### src/rtl/instr_fetch_cache.sv
// instr_fetch_cache: direct-mapped instruction cache sitting between the PC
// register and a block-wide, multi-cycle instruction memory. A hit returns
// the instruction combinationally. A miss raises BUSYWAIT and fills one
// 128-bit line from memory.
//
// Optional build macro INSTR_FETCH_CACHE_STATS_EN adds the saturating
// HIT_COUNT / MISS_COUNT outputs.
//
// state | meaning
// IDLE  | lookup on the current PC; a miss starts a fill at the next edge
// FILL  | block read outstanding to the latched MEM_ADDRESS
module instr_fetch_cache #(
  parameter int LINES = 8
) (
  input  logic         CLK,
  input  logic         RESET,
  input  logic [31:0]  PC,
  output logic [31:0]  INSTRUCTION,
  output logic         BUSYWAIT,
  output logic         MEM_READ,
  output logic [27:0]  MEM_ADDRESS,
  input  logic [127:0] MEM_READDATA,
  input  logic         MEM_BUSYWAIT
`ifdef INSTR_FETCH_CACHE_STATS_EN
  ,
  output logic [15:0]  HIT_COUNT,
  output logic [15:0]  MISS_COUNT
`endif
);

  localparam int INDEX_W = $clog2(LINES);
  localparam int TAG_W   = 28 - INDEX_W;

  typedef enum logic {IDLE, FILL} state_t;

  state_t state_q;
  state_t state_d;

  logic [1:0]         pc_offset;
  logic [INDEX_W-1:0] pc_index;
  logic [TAG_W-1:0]   pc_tag;
  logic [INDEX_W-1:0] fill_index;
  logic [TAG_W-1:0]   fill_tag;
  logic               pc_unused;

  logic [127:0]       data_q [LINES];
  logic [TAG_W-1:0]   tag_q  [LINES];
  logic [LINES-1:0]   valid_q;

  logic               hit;
  logic               start_fill;
  logic               fill_done;

  assign pc_offset  = PC[3:2];
  assign pc_index   = PC[4 +: INDEX_W];
  assign pc_tag     = PC[4+INDEX_W +: TAG_W];
  // Byte lanes within a word are irrelevant to a word-aligned fetch.
  assign pc_unused  = ^PC[1:0];

  // The line being filled is addressed by the latched block address, not
  // the live PC, so a PC change mid-fill cannot redirect the write.
  assign fill_index = MEM_ADDRESS[INDEX_W-1:0];
  assign fill_tag   = MEM_ADDRESS[27:INDEX_W];

  assign hit        = valid_q[pc_index] && (tag_q[pc_index] == pc_tag);
  assign start_fill = (state_q == IDLE) && !hit;
  assign fill_done  = (state_q == FILL) && !MEM_BUSYWAIT;

  // State register.
  always_ff @(posedge CLK or negedge RESET) begin
    if (!RESET) state_q <= IDLE;
    else        state_q <= state_d;
  end

  // Next-state: a miss opens a fill, memory ready closes it.
  always_comb begin
    state_d = state_q;
    case (state_q)
      IDLE:    if (!hit)          state_d = FILL;
      FILL:    if (!MEM_BUSYWAIT) state_d = IDLE;
      default:                    state_d = IDLE;
    endcase
  end

  // Outputs; RESET gates BUSYWAIT and INSTRUCTION so both read 0 while reset is held.
  always_comb begin
    MEM_READ    = (state_q == FILL);
    BUSYWAIT    = RESET && ((state_q == FILL) || !hit);
    INSTRUCTION = 32'h0;
    if (RESET && (state_q == IDLE) && hit)
      INSTRUCTION = data_q[pc_index][{pc_offset, 5'b0} +: 32];
  end

  // Latch the block address of the missing fetch when the fill starts.
  always_ff @(posedge CLK or negedge RESET) begin
    if (!RESET)          MEM_ADDRESS <= 28'h0;
    else if (start_fill) MEM_ADDRESS <= PC[31:4];
  end

  // Valid bits: cleared by reset, set when a fill lands.
  always_ff @(posedge CLK or negedge RESET) begin
    if (!RESET)         valid_q <= '0;
    else if (fill_done) valid_q[fill_index] <= 1'b1;
  end

  // Data and tag storage; this storage has no reset because the valid bit guards it.
  always_ff @(posedge CLK) begin
    if (fill_done) begin
      data_q[fill_index] <= MEM_READDATA;
      tag_q[fill_index]  <= fill_tag;
    end
  end

`ifdef INSTR_FETCH_CACHE_STATS_EN
  // Saturating hit/miss statistics.
  always_ff @(posedge CLK or negedge RESET) begin
    if (!RESET) begin
      HIT_COUNT  <= 16'h0;
      MISS_COUNT <= 16'h0;
    end else begin
      if ((state_q == IDLE) && hit && (HIT_COUNT != 16'hFFFF))
        HIT_COUNT <= HIT_COUNT + 16'h1;
      if (start_fill && (MISS_COUNT != 16'hFFFF))
        MISS_COUNT <= MISS_COUNT + 16'h1;
    end
  end
`endif

endmodule
### config.mk
export PLATFORM = sky130hd
export DESIGN_NAME = instr_fetch_cache
export DESIGN_NICKNAME = d
export VERILOG_FILES = /design/src/rtl/instr_fetch_cache.sv
export SDC_FILE = /design/constraint.sdc
export NUM_CORES = 1
export LEC_CHECK = 0
export BUFFER_PORTS_ARGS = -buffer_cell sky130_fd_sc_hd__buf_2
export CAP_MARGIN = 5
export CORE_ASPECT_RATIO = 1.1
export CORE_MARGIN = 4
export CORE_UTILIZATION = 61
export CTS_CLUSTER_SIZE = 20
export DETAILED_ROUTE_END_ITERATION = 6
export PLACE_DENSITY = 0.82
export SLEW_MARGIN = 20
export SYNTH_ARGS = -nofsm -noshare
export SYNTH_HDL_FRONTEND = slang
export SYNTH_SLANG_ARGS = --single-unit
### constraint.sdc
create_clock -name CLK -period 15.54 [get_ports CLK]
set_input_delay 3.108 -clock CLK [delete_from_list [all_inputs] [get_ports CLK]]
set_output_delay 3.108 -clock CLK [all_outputs]
set_load 0.02 [all_outputs]
==> impl_metrics.yaml <==
timing:
  hold_violations: 0
  worst_slack_ps: 4980
  rsz0062_at_grt: "false"
  fmaxAchievable_mhz: 94.7
  fin_setup_tns_ps: 0
  relSlewSlack_pct: 30.7
  skew_ps: 27.2
  setup_violations: 0
  period_needed_ps: 10560
  tightestPinTransition_ps: 1040
  period_share_pct: 67.9
  maxSlewViolCount: 0
clocking:
  cts_root_buffer: "clkbuf_16"
  cts_buffers: 113
  cts_resized: 0
  cts.sinks: 1261
  ctsHoldBuffers: 0
  cts-htree-levels: 3
  clk_pin_slew_worst_paths_ps: 60
  clk-insertion-delay-late_ps: 680
  cts_buffer_depth: 3
  cts_setup_buffers: 0
  cts_tree: "built"
setup_path:
  crit_fanout: 73
  reg2reg_depth: 6
  reg2reg_slack_ps: 10890
  endpoint_kind: "primary output"
  slowest_stage: "buf_4"
  worstSetupPathType: "in2out"
  arrival_ps: 7450
  path_delay_family: "buffers and inverters"
  cp.buffers_inverters: 4
  cp.required_ps: 12430
  cpPeakStageDelay_ps: 910
  worstPathCellList: "clkbuf_8, buf_4, mux4_2, mux2i_1, xnor2_1, nor4_1, and4_1, nand4_1, buf_4, nor3b_1, buf_2"
  r2r_start: "MEM_READ"
  reg2reg_to: "data_q[2][33]"
  worstSetupStartpointType: "input pin"
  cp_common_cell: "buf_4"
placed_design:
  gpl.final_weighted_congestion: 0.754
  io_buffer_count: 222
  place_inst: 3188
  place_hpwl_mm: 54.5
  pre_cts_ws_ps: 4750
yosys:
  syn_area_um2: 48400
  synth-edff-count: 1224
  yosysWarnings: 0
  netlist_instances: 1989
  yosysSeqAreaShare_pct: 77.9
  synth_nets: 2152
  yosysUniqueCellTypes: 52
  post_synth.cell_area_avg_um2: 24.3
  yosys_most_used_dff: "edfxtp_1"
  synth-seq-cells: 1261
  synth-async-reset-ratio_pct: 2.93
global_routing:
  grt_max_degree: 127
  grt_pass1_wl_mm: 159
  grt_pass1_vias: 23400
  antenna_found_initial: 37
  grt_remaining_overflow: 0
  grt_util_all_layers_pct: 25.7
worst_hold_path:
  holdPathEnd: "valid_q[0]"
  hold_depth: 1
  worstHoldStart: "valid_q[0]"
  worstHoldPathType: "reg2reg"
floorplanning:
  die_w_um: 277
  core-area_um2: 78800
  dieHeight_um: 303
  design.die.area_um2: 83900
  start_util_pct: 61.4
  row_count: 108
  pin_count: 225
pwr:
  p_seq_share_pct: 54.6
  power.switching_w: 0.00153
  p_leak_nw: 17.7
  pwr-share-comb_pct: 6.5
  clkPwrFrac_pct: 38.9
  internal_power_w: 0.00569
  powerDensity_nw_per_um2: 132
  ir_drop_v: 0.000106
  switching_share_pct: 21.2
finish:
  regArea_um2: 37700
  layoutNonFillerInstCount: 3425
  fillerInstances: 4427
  final_util_pct: 69.3
  multiInputGateArea_um2: 10300
  drive_gt1_share_pct: 35.4
  nNetsFinal: 2422
  syn2layout_area_growth_pct: 12.8
route:
  dr.pass1.iters: 7
  postRouteAntennaNets: 0
  viasPerCell: 6.57
  num_vias: 22500
  wl_met2_mm: 54.0
  wl_met3_mm: 10.1
  highest_layer: "met5"
  met1_length_mm: 39.9
  wl_per_cell_um: 31.4
  first_iter_violations: 2872
  drc: 0
  routed_wl_mm: 108
job:
  maxCapViolations: 0
run_status:
  outcome: "complete, no violations"
==> Yosys cell counts, drive strengths merged, types with 6 or more instances <==
cell type	count	share of area, %
mux4	344	16
nor2	9	0.075
a22oi	10	0.16
clkbuf	40	0.31
nand2	7	0.054
or2	8	0.10
xor2	7	0.13
xnor2	6	0.11
mux2i	81	1.7
buf	63	0.72
dfrtp	37	1.9
o22ai	6	0.078
mux2	41	1.1
edfxtp	1224	76
nor3b	32	0.50
nor2b	9	0.12
==> cell type report <==
cell class / count / area share (%)
multi-input combinational: 624 / 18.8
clock inverter: 75 / 1.39
sequential: 1261 / 69.0
tap: 1045 / 2.40
timing repair buffer: 258 / 2.77
antenna: 27 / 0.124
inverter: 1 / 0.00688
clock buffer: 134 / 5.46
==> worst register-to-register path, stage by stage, from the launching register on <==
cell,delay (ps)
dfrtp_1,440
inv_1,130
or3_1,520
nor2_4,680
buf_4,940
buf_4,780
buf_4,730
==> cells by family after synthesis <==
logic type / after synthesis / synth area share [%]
xor+xnor: 13 / 0.235
mux: 466 / 18.8
flops: 1261 / 77.9
buf+inv: 104 / 1.04
simple gates: 98 / 1.33
compound gates: 47 / 0.742
==> power by group through the flow <==
| stage | logic (W) | clock network [W] | registers, W |
|---|---|---|---|
| after floorplan | 0.000277 | 0 | 0.00403 |
| after global placement | 0.000450 | 0 | 0.00399 |
| after detailed placement | 0.000464 | 0 | 0.00401 |
| after CTS | 0.000472 | 0.00284 | 0.00394 |
| after global routing | 0.000498 | 0.00300 | 0.00395 |
| final | 0.000468 | 0.00281 | 0.00394 |
==> worst max path at each step <==
| stage | startpoint | to | slack (ps) | cells past startpoint |
|---|---|---|---|---|
| floorplan | MEM_BUSYWAIT | valid_q[0] | 630 | 3 |
| global placement | PC[5] | INSTRUCTION[30] | 4830 | 11 |
| detailed placement | PC[5] | INSTRUCTION[30] | 4750 | 11 |
| CTS | PC[5] | INSTRUCTION[31] | 4820 | 11 |
| global route | PC[6] | INSTRUCTION[30] | 4800 | 11 |
| finish | PC[6] | INSTRUCTION[28] | 4980 | 11 |
==> cells in the final DEF (no fill, tap or decap), drive strengths merged, types with 27 or more instances in the layout <==
| cell type | Yosys | layout |
|---|---|---|
| buf | 63 | 257 |
| clkbuf | 40 | 135 |
| clkinv | 0 | 54 |
| dfrtp | 37 | 37 |
| diode | 0 | 27 |
| edfxtp | 1224 | 1224 |
| mux2 | 41 | 41 |
| mux2i | 81 | 81 |
| mux4 | 344 | 344 |
| nor3b | 32 | 32 |
==> metal layers <==
metal  global-route usage (%)  up-vias
met5                        0        -
met4                     8.39       20
met3                     5.73      219
met2                     41.7     1184
met1                     35.9    11900
li1                         -     9158
==> flip-flops by register name, summed over array words and instances, names as in the netlist <==
signal and count:
valid_q 8, data_q 1024, MEM_ADDRESS 28, MEM_READ 1
tag_q 200
==> stage by stage <==
stage	cell area, µm²	hold slack [ps]	power (W)
6_report	54600	471	0.00722
5_1_grt	54500	485	0.00744
4_1_cts	54500	468	0.00725
3_5_place_dp	50700	454	0.00447
3_3_place_gp	50700	446	0.00444
2_1_floorplan	48400	434	0.00431
(Power assumes the default switching activity.)
